File: config.mk
export PLATFORM = sky130hd
export DESIGN_NAME = jerky_pattern_gen_flat
export DESIGN_NICKNAME = d
export VERILOG_FILES = /design/src/rtl/jerky_pattern_gen_pkg.sv /design/src/rtl/jerky_pattern_gen_if.sv /design/src/rtl/jerky_pattern_gen_dec.sv /design/src/rtl/jerky_pattern_gen.sv /design/src/flat_wrapper.sv
export SDC_FILE = /design/constraint.sdc
export NUM_CORES = 1
export LEC_CHECK = 0
export ABC_AREA = 1
export CORE_MARGIN = 5
export CORE_UTILIZATION = 57
export CTS_BUF_LIST = sky130_fd_sc_hd__clkbuf_16
export DETAILED_ROUTE_END_ITERATION = 10
export PLACE_DENSITY_LB_ADDON = 0.1
export SYNTH_ARGS = -nofsm -noshare
export SYNTH_HDL_FRONTEND = slang
export SYNTH_HIERARCHICAL = 1
export SYNTH_SLANG_ARGS = --single-unit
File: constraint.sdc
create_clock -name clk -period 6.1 [get_ports clk]
set_input_delay 0.61 -clock clk [delete_from_list [all_inputs] [get_ports clk]]
set_output_delay 0.61 -clock clk [all_outputs]
set_load 0.005 [all_outputs]
File: src/rtl/jerky_pattern_gen_pkg.sv
// ----------------------------------------------------------------------------
// jerky_pkg
//   Shared definitions for the one-hot pattern sequencer: the run-time mode
//   encoding and the period length of each mode.
// ----------------------------------------------------------------------------
package jerky_pkg;

    typedef enum logic [1:0] {
        MODE_JERKY  = 2'd0,
        MODE_WALK   = 2'd1,
        MODE_BOUNCE = 2'd2,
        MODE_JREV   = 2'd3
    } mode_e;

    // Number of steps in one period of the given mode for a WIDTH-bit word.
    function automatic int period(input mode_e mode, input int width);
        case (mode)
            MODE_WALK:   period = width;
            MODE_JERKY:  period = 2 * (width - 1);
            MODE_BOUNCE: period = 2 * (width - 1);
            MODE_JREV:   period = 2 * (width - 1);
            default:     period = 2 * (width - 1);
        endcase
    endfunction

endpackage

File: src/rtl/jerky_pattern_gen_if.sv
// ----------------------------------------------------------------------------
// jerky_pattern_gen_if
//   Control/pattern bundle of the sequencer.
//     en      : advance one step on the clock edge
//     restart : jump to step 0 and load the requested mode
//     mode    : requested mode (see jerky_pkg::mode_e)
//     count   : one-hot pattern word (WIDTH bits)
//     last    : count shows the final step of the current period
//   master drives the controls, slave (the sequencer) drives the pattern.
// ----------------------------------------------------------------------------
interface jerky_pattern_gen_if #(
    parameter int WIDTH = 8
);
    logic             en;
    logic             restart;
    logic [1:0]       mode;
    logic [WIDTH-1:0] count;
    logic             last;

    modport master (output en, output restart, output mode, input count, input last);
    modport slave  (input en, input restart, input mode, output count, output last);
endinterface

File: src/rtl/jerky_pattern_gen_dec.sv
// ----------------------------------------------------------------------------
// jerky_pattern_dec
//   Combinational decoder from (mode, step index) to the one-hot pattern word.
//     mode_i   : pattern mode
//     idx_i    : step index within the period
//     onehot_o : WIDTH-bit one-hot word
//   Indices outside the period decode to the MSB, i.e. the reset pattern.
// ----------------------------------------------------------------------------
module jerky_pattern_dec
    import jerky_pkg::*;
#(
    parameter int WIDTH = 8,
    parameter int IW    = $clog2(2 * WIDTH)
) (
    input  mode_e            mode_i,
    input  logic [IW-1:0]    idx_i,
    output logic [WIDTH-1:0] onehot_o
);

    int idx_s;
    int pos_s;

    // Select the lit bit position for this step, then expand to one-hot.
    always_comb begin
        idx_s    = int'(idx_i);
        pos_s    = WIDTH - 1;
        onehot_o = '0;
        if (idx_s < period(mode_i, WIDTH)) begin
            case (mode_i)
                // Even steps return home; odd steps walk away from it.
                MODE_JERKY:  pos_s = idx_i[0] ? (WIDTH - 2 - (idx_s - 1) / 2) : (WIDTH - 1);
                MODE_JREV:   pos_s = idx_i[0] ? (1 + (idx_s - 1) / 2) : 0;
                MODE_WALK:   pos_s = WIDTH - 1 - idx_s;
                MODE_BOUNCE: pos_s = (idx_s < WIDTH) ? (WIDTH - 1 - idx_s) : (idx_s - (WIDTH - 1));
                default:     pos_s = WIDTH - 1;
            endcase
        end else begin
            pos_s = WIDTH - 1;
        end
        for (int b = 0; b < WIDTH; b++) begin
            onehot_o[b] = (pos_s == b);
        end
    end

endmodule

File: src/rtl/jerky_pattern_gen.sv
// ----------------------------------------------------------------------------
// jerky_pattern_gen
//   Parametrised one-hot pattern sequencer (JERKY, WALK, BOUNCE, JERKY_REV).
//     clk : clock, rising edge
//     rst : asynchronous reset, active-high
//     bus : slave side of jerky_pattern_gen_if (en, restart, mode in;
//           count, last out)
//   A requested mode change takes effect only at a period wrap or restart.
// ----------------------------------------------------------------------------
module jerky_pattern_gen
    import jerky_pkg::*;
#(
    parameter int WIDTH = 8
) (
    input  logic                clk,
    input  logic                rst,
    jerky_pattern_gen_if.slave  bus
);

    localparam int IW = $clog2(2 * WIDTH);
    localparam logic [WIDTH-1:0] RESET_PATTERN = {1'b1, {(WIDTH-1){1'b0}}};

    logic [IW-1:0]    idx_q,   idx_d;
    mode_e            mode_q,  mode_d;
    logic [WIDTH-1:0] count_q, count_d;
    logic [IW-1:0]    last_idx_s;
    logic [WIDTH-1:0] dec_s;
    logic             load_s;

    assign last_idx_s = IW'(period(mode_q, WIDTH) - 1);

    // Pattern for the state being entered; feeds the count register.
    jerky_pattern_dec #(
        .WIDTH (WIDTH),
        .IW    (IW)
    ) u_dec (
        .mode_i   (mode_d),
        .idx_i    (idx_d),
        .onehot_o (dec_s)
    );

    // Next-state: restart beats en; wrap samples the requested mode.
    always_comb begin
        idx_d  = idx_q;
        mode_d = mode_q;
        load_s = 1'b0;
        if (bus.restart) begin
            idx_d  = '0;
            mode_d = mode_e'(bus.mode);
            load_s = 1'b1;
        end else if (bus.en) begin
            load_s = 1'b1;
            if (idx_q > last_idx_s) begin
                // Upset index: recover to the reset state.
                idx_d  = '0;
                mode_d = MODE_JERKY;
            end else if (idx_q == last_idx_s) begin
                idx_d  = '0;
                mode_d = mode_e'(bus.mode);
            end else begin
                idx_d  = idx_q + IW'(1);
            end
        end else begin
            load_s = 1'b0;
        end
        count_d = load_s ? dec_s : count_q;
    end

    // State registers with asynchronous reset to the MSB pattern.
    always_ff @(posedge clk or posedge rst) begin
        if (rst) begin
            idx_q   <= '0;
            mode_q  <= MODE_JERKY;
            count_q <= RESET_PATTERN;
        end else begin
            idx_q   <= idx_d;
            mode_q  <= mode_d;
            count_q <= count_d;
        end
    end

    assign bus.count = count_q;
    assign bus.last  = (idx_q == last_idx_s);

endmodule

File: src/flat_wrapper.sv
// flat-port wrapper written by rule: the top's interface ports become plain ports
module jerky_pattern_gen_flat import jerky_pkg::*;
#(
    parameter int WIDTH = 8
)
  (clk, rst, bus_en, bus_restart, bus_mode, bus_count, bus_last);
  jerky_pattern_gen_if #(.WIDTH(WIDTH)) bus_i ();
  input  logic clk;
  input  logic rst;
  input wire logic [$bits(bus_i.en)-1:0] bus_en;
  input wire logic [$bits(bus_i.restart)-1:0] bus_restart;
  input wire logic [$bits(bus_i.mode)-1:0] bus_mode;
  output wire logic [$bits(bus_i.count)-1:0] bus_count;
  output wire logic [$bits(bus_i.last)-1:0] bus_last;
  assign bus_i.en = bus_en;
  assign bus_i.restart = bus_restart;
  assign bus_i.mode = bus_mode;
  assign bus_count = bus_i.count;
  assign bus_last = bus_i.last;
  jerky_pattern_gen #(.WIDTH(WIDTH)) u_core (.clk(clk), .rst(rst), .bus(bus_i));
endmodule
### Word level (Yosys, flattened, before mapping)

Cells that the tools add are included.

* $add $sub $neg: 8
* bitwise logic cells: 1
* reduce and logical (&&, ||, !) cells: 5
* muxes and demuxes: 17
* magnitude comparators: 3
* equality and inequality tests: 14

Operator list (number)
* 32-bit by 4-bit == test with 1-bit output, second input constant: 4
* 32-bit two-way mux: 4
* 32-bit case mux with 4 select lines: 1
* 32-bit by 3-bit == test with 1-bit output, second input constant: 2
* 32-bit case mux with 2 select lines: 1
* 2-bit by 32-bit adder with 32-bit output, first input constant: 1
* 32-bit by 1-bit adder with 32-bit output: 1
* 32-bit by 2-bit == test with 1-bit output, second input constant: 1
* 32-bit logical NOT: 1
* 5-bit by 32-bit < comparator with 1-bit output: 1
* 4-bit by 32-bit subtractor with 32-bit output, first input constant: 1
* 4-bit two-way mux: 4
* 2-bit == test, second input constant: 4
* 2-bit two-way mux: 4
* 4-bit case mux with 2 select lines: 1
* 3-bit OR reduction: 2
* 3-bit by 4-bit subtractor with 5-bit output, first input constant: 1
* 4-bit by 1-bit subtractor with 5-bit output, second input constant: 1
* 4-bit by 3-bit subtractor with 5-bit output, second input constant: 1
* 4-bit by 1-bit adder with 4-bit output, second input constant: 1
* 2-bit by 1-bit == test with 1-bit output, second input constant: 2
* 4-bit == test: 1
* 4-bit greater-than comparator: 1
* 2-bit logical NOT: 2
* other kinds (4): 5

* logic and storage cells: 51
* register bits: 14
* output and inout bits: 9
* input port bits: 6

### Logic depth before layout (Yosys ltp)

* word-level depth: 17
* depth in mapped cells: 32
* mapped depth without buffers: 32

### By module

The synthesis kept the hierarchy.

Modules (own cells, without submodules)
* jerky_pattern_dec: seq. area each 0.0 µm², instances 1, area an instance 1290.0 µm², cells each 241
* jerky_pattern_gen: seq. area each 351.6 µm², instances 1, area an instance 703.2 µm², cells each 91

### Least setup slack after synthesis

Ideal clock, no wire load.

* path type: register to register
* start point: register u_core.mode_q[1]
* end point: register u_core.count_q[0], in the netlist u_core/bus.count[0]
* setup slack: 1.884 ns
* data required time: 6.035 ns
* arrival: 4.151 ns
* clock period less this slack: 4.216 ns
* cell stages (with the launch flop): 29
* path buffers: 1
* setup time: 0.065 ns
* path through: dfrtp_1 nor2_1 ha_1 nand3_1 nand2_1 o22ai_1 inv_2 buf_2 ha_1 nand3_1 nor2_1 ha_1 ha_1 nand2_1 ha_1 inv_2 nand3_1 nor3_1 and3_1 nand2_1 nand3_1 nand2_1 nor2_2 nand3_2 nand2_4 nand2_8 nor2_2 nand2_1 nand2_1

* longest elaborated chain between the ends: 17
* elaborated cells between the ends (all ways): 38
* classes of those cells: add/sub (7); order compare (3); eq/ne (7); mux (15); bitwise (1); reduce/logical (5)

RTL lines
* from (decl): line jerky_pattern_gen.sv:24 `mode_e mode_q, mode_d;`
* from (signal assigned): line jerky_pattern_gen.sv:77 `mode_q <= mode_d;`
* 2-bit == test / 2-bit logical NOT (equally long branches): line jerky_pattern_gen_pkg.sv:17 `case (mode)`
* 3-bit OR reduction (no source line)
* 4-bit case mux with 2 select lines (*): line jerky_pattern_gen_pkg.sv:17
* 4-bit by 2-bit subtractor with 4-bit output (*): line jerky_pattern_gen.sv:30 `assign last_idx_s = IW'(period(mode_q, WIDTH) - 1);`
* parallel branches: the longest is 2 deep, another holds 4-bit greater-than comparator
* 4-bit two-way mux (*): line jerky_pattern_gen.sv:53 `if (idx_q > last_idx_s) begin`
* 4-bit two-way mux (*): line jerky_pattern_gen.sv:51 `end else if (bus.en) begin`
* 4-bit two-way mux (*): line jerky_pattern_gen.sv:47 `if (bus.restart) begin`
* net u_core.idx_d[0]: line jerky_pattern_gen.sv:23 `logic [IW-1:0] idx_q, idx_d;`
* [... 1 more ...]
* 1-bit bitwise AND (no source line)
* 32-bit by 1-bit adder with 32-bit output (no source line)
* 2-bit by 32-bit adder with 32-bit output / 4-bit by 32-bit subtractor with 32-bit output (equally long branches): line jerky_pattern_gen_dec.sv:32, jerky_pattern_gen_dec.sv:31
* 32-bit two-way mux, on equally long branches: line jerky_pattern_gen_dec.sv:32, jerky_pattern_gen_dec.sv:31
* 32-bit case mux with 4 select lines: line jerky_pattern_gen_dec.sv:29 `case (mode_i)`
* 32-bit two-way mux (*): line jerky_pattern_gen_dec.sv:28 `if (idx_s < period(mode_i, WIDTH)) begin`
* 32-bit logical NOT (*): line jerky_pattern_gen_dec.sv:41 `onehot_o[b] = (pos_s == b);`
* net u_core.dec_s[0]: line jerky_pattern_gen.sv:27 `logic [WIDTH-1:0] dec_s;`
* to (signal assigned): line jerky_pattern_gen.sv:78 `count_q <= count_d;`
* to (decl): line jerky_pattern_gen.sv:25 `logic [WIDTH-1:0] count_q, count_d;`

Mark *: on every way through the listed nets, which the timed path passes. The select of a mux whose other input is x is not followed.
A chain may end at the register's enable or synchronous reset.

### Worst setup path in the final report

* start point: input port bus_en
* end point: register u_core.count_q[1], in the netlist u_core/bus.count[1]

* longest elaborated chain between the ends: 10
* elaborated cells between the ends (all ways): 27
* classes of those cells: add/sub (6); order compare (2); eq/ne (4); mux (12); bitwise (1); reduce/logical (2)

RTL lines
* from (decl): line flat_wrapper.sv:10 `input wire logic [$bits(bus_i.en)-1:0] bus_en;`
* 4-bit two-way mux (*): line jerky_pattern_gen.sv:51
* 4-bit two-way mux (*): line jerky_pattern_gen.sv:47
* net u_core.idx_d[0]: line jerky_pattern_gen.sv:23
* 4-bit by 1-bit subtractor with 5-bit output: line jerky_pattern_gen_dec.sv:31, jerky_pattern_gen_dec.sv:32
* 1-bit bitwise AND (no source line)
* 32-bit by 1-bit adder with 32-bit output (no source line)
* 2-bit by 32-bit adder with 32-bit output / 4-bit by 32-bit subtractor with 32-bit output (equally long branches): line jerky_pattern_gen_dec.sv:32, jerky_pattern_gen_dec.sv:31
* 32-bit two-way mux, on equally long branches: line jerky_pattern_gen_dec.sv:32, jerky_pattern_gen_dec.sv:31
* 32-bit case mux with 4 select lines: line jerky_pattern_gen_dec.sv:29
* 32-bit two-way mux (*): line jerky_pattern_gen_dec.sv:28
* 32-bit by 2-bit == test with 1-bit output (*): line jerky_pattern_gen_dec.sv:41
* net u_core.dec_s[1]: line jerky_pattern_gen.sv:27

The timed path passes the listed nets; every way through them passes the cells marked *. The select of a mux whose other input is x is not followed.

==> run_results.csv <==
group,metric,value,unit
timing,fmax,0.1920,GHz
clocking,clockBufferDepth,2,
clocking,insertion_delay,0.24,ns
floorplan,core-area,3363,um2
critical_path,critPathRequiredTime,6.28,ns
finish,nets,369,
timing,finClkSkew,0.003906,ns
clocking,htreeDepth,1,
timing,slew_viol_final,0,
power,power.total,499.9,uW
critical_path,path_common_cell,"nand2_1",
floorplan,rows,21,
clocking,cts_setup_buffers,0,
flow_run,drv_cap,0,
clocking,cts-root-buf,"clkbuf_16",
finish,final_common_cell,"nand2_1",
synthesis,yosys_register_bits,14,
grt,grt_pass1_vias,1984,
timing,fin_crit_sh,0.8536,
place,hpwl,3.797,mm
synthesis,synthFlopType,"dfrtp_1",
routing,wl,4.676,mm
grt,overflow,0,
critical_path,path_buf_inv,6,
place,gp_congestion,0.9100,
grt,antenna_found_initial,0,
grt,grt_max_degree,15,
timing,tightest_slew,0.6901,ns
synthesis,yosysTopAreaCellShare,0.1996,
critical_path,worstSetupEndpointType,"flop",
grt,grt_pass1_wl,8.390,mm
synthesis,netlist_instances,332,
floorplan,die_area,4780,um2
finish,final_cell_mix,"nand2_1 (106), inv_1 (40), nor2_1 (40)",
critical_path,rr_worst_depth,29,
synthesis,synth_area,1993,um2
synthesis,synth_top_family_by_area,"simple AND/OR/NAND/NOR gates",
critical_path,max_stage_delay,0.56,ns
clocking,clock-sinks,14,
critical_path,worst-path-stages,26,
synthesis,syn_nets,354,
finish,diodes,0,
routing,wl_per_cell,11.93,um
min_path,holdPathStages,2,
routing,dr.pass1.iters,4,
routing,vias,2050,
floorplan,initial_core_util,0.5926,
synthesis,ys_types,35,
clocking,cts_hold_buffers,0,
power,ir_worst_vdd,0.1282,mV
critical_path,arrival,5.38,ns
floorplan,io-pin-count,15,
finish,postLayoutCellArea,2250,um2
routing,antenna_left,0,
clocking,cts_resized,0,
routing,vias_per_cell,5.230,
critical_path,worstPathMaxFanout,13,
synthesis,yosys_warnings,6,
critical_path,cp_slowest_cell,"nor2_1",
timing,whs,0.4790,ns
routing,drcViolationCount,0,
power,leakagePower,0.001166,uW
critical_path,cp_top_family,"simple AND/OR/NAND/NOR gates",
finish,area_growth,12.87,%
timing,slew_headroom,0.5383,
clocking,cts_buffers,3,
synthesis,synth_compound_area_frac,0.05838,
synthesis,yosysTopAreaCell,"nand2_1",
finish,drive_gt1_frac,0.1185,
synthesis,synth-xor-area-share,0.01318,
synthesis,synthMuxAreaShare,0,
timing,finalSetupViolations,0,
timing,hold_viol,0,
critical_path,critPathLaunchType,"input pin",
place,port_buffers,14,
timing,fin_crit,5.207,ns
synthesis,async_flop_share,1.000,
synthesis,synthSimpleGateAreaFrac,0.5505,
timing,rsz0062_at_grt,"false",
synthesis,netlist_top_cells_area,"nand2_1 (20%), dfrtp_1 (16%), ha_1 (10%)",
synthesis,synth_area_per_cell,6.004,um2
synthesis,synth_seq_area_share,0.1764,
place,dpl_cell_area,2171,um2
outcome,outcome,"finished, final reports clean",
critical_path,crit_type,"input pin to flop",
floorplan,dieWidth,69.14,um
clocking,cts_tree,"built",
clocking,clkSlewWorstSetupHoldPaths,0.04,ns
power,p_per_area,222.2,nW/um2
grt,grt_util_all_layers,0.2093,
timing,final.setup.tns,0,ns
floorplan,die_h,69.14,um
min_path,worstHoldPathType,"flop to flop",
synthesis,synthAdderAreaFrac,0.1004,
synthesis,synth_edf_count,0,
routing,drt_iter0_drc,121,
## worst reg2reg max path, delay by kind of cell (launching register included)
kind | cells | cell delay, ns
simple gates | 22 | 3.01
fa+ha+maj | 4 | 1.05
buf+inv | 3 | 0.37
flops | 1 | 0.37
## per-stage QoR
| step | worst slack, ns | util | std cells |
|---|---|---|---|
| 6_report | 0.8929 | 0.6689 | 392 |
| 5_1_grt | 0.2810 | 0.6689 | 392 |
| 4_1_cts | 0.9577 | 0.6689 | 392 |
| 3_5_place_dp | 0.7708 | 0.6455 | 388 |
| 3_3_place_gp | 0.7919 | 0.6455 | 388 |
| 2_1_floorplan | 1.884 | - | 332 |
## area by class of cell
class / instances / area [um2]
Clock buffer: 3 / 75.07
Clock inverter: 1 / 3.754
Fill cell: 331 / 1114
Inverter: 46 / 173.9
Multi-Input combinational cell: 267 / 1440
Sequential cell: 14 / 351.6
Tap cell: 46 / 57.56
Timing Repair Buffer: 15 / 147.6
## cell usage after synthesis (all sizes together), types with 2 or more instances
cell and instances:
a21oi 6, buf 5, dfrtp 13, ha 16, inv 45, nand2 114, nand3 44, nand4 8
nor2 54, nor3 6, o21ai 7, xor2 2
## layer usage
layer	GRT usage	share of wire
met3	0.03343	0.034
met4	0.1041	0.028
met2	0.3676	0.50
met5	0	0
met1	0.2438	0.44
## registers in the layout, indices dropped and copies added (netlist names)
register,cells
u_core/idx_q,4
u_core/mode_q,2
u_core/bus.count,8
## where the power goes
| group | switching, uW | internal, uW | leakage (uW) |
|---|---|---|---|
| clock | 34.9 | 86.3 | 0.0000423 |
| sequential | 4.11 | 100 | 0.000184 |
| combinational | 182 | 92.7 | 0.000940 |
## worst paths after layout
kind,endpoint,from,slack [ns]
setup / recovery,u_core/bus.count[1],bus_en,0.89
hold / removal,u_core/bus.count[7],u_core/bus.count[7],0.48
setup reg to reg,u_core/bus.count[1],u_core/mode_q[1],1.22
hold reg to reg,u_core/bus.count[7],u_core/bus.count[7],0.48
max in group asynchronous,u_core/bus.count[7],rst,5.03
min in group asynchronous,u_core/idx_q[1],rst,0.71
## logic make-up after synthesis
| family | count (synthesis) |
|---|---|
| AO/OA/AOI/OAI | 20 |
| adder cells (fa/ha/maj) | 16 |
| AND/OR/NAND/NOR | 228 |
| XOR/XNOR | 3 |
| buffers and inverters | 51 |
| flip-flops | 14 |
No activity file was read; power rests on OpenSTA's default activity.
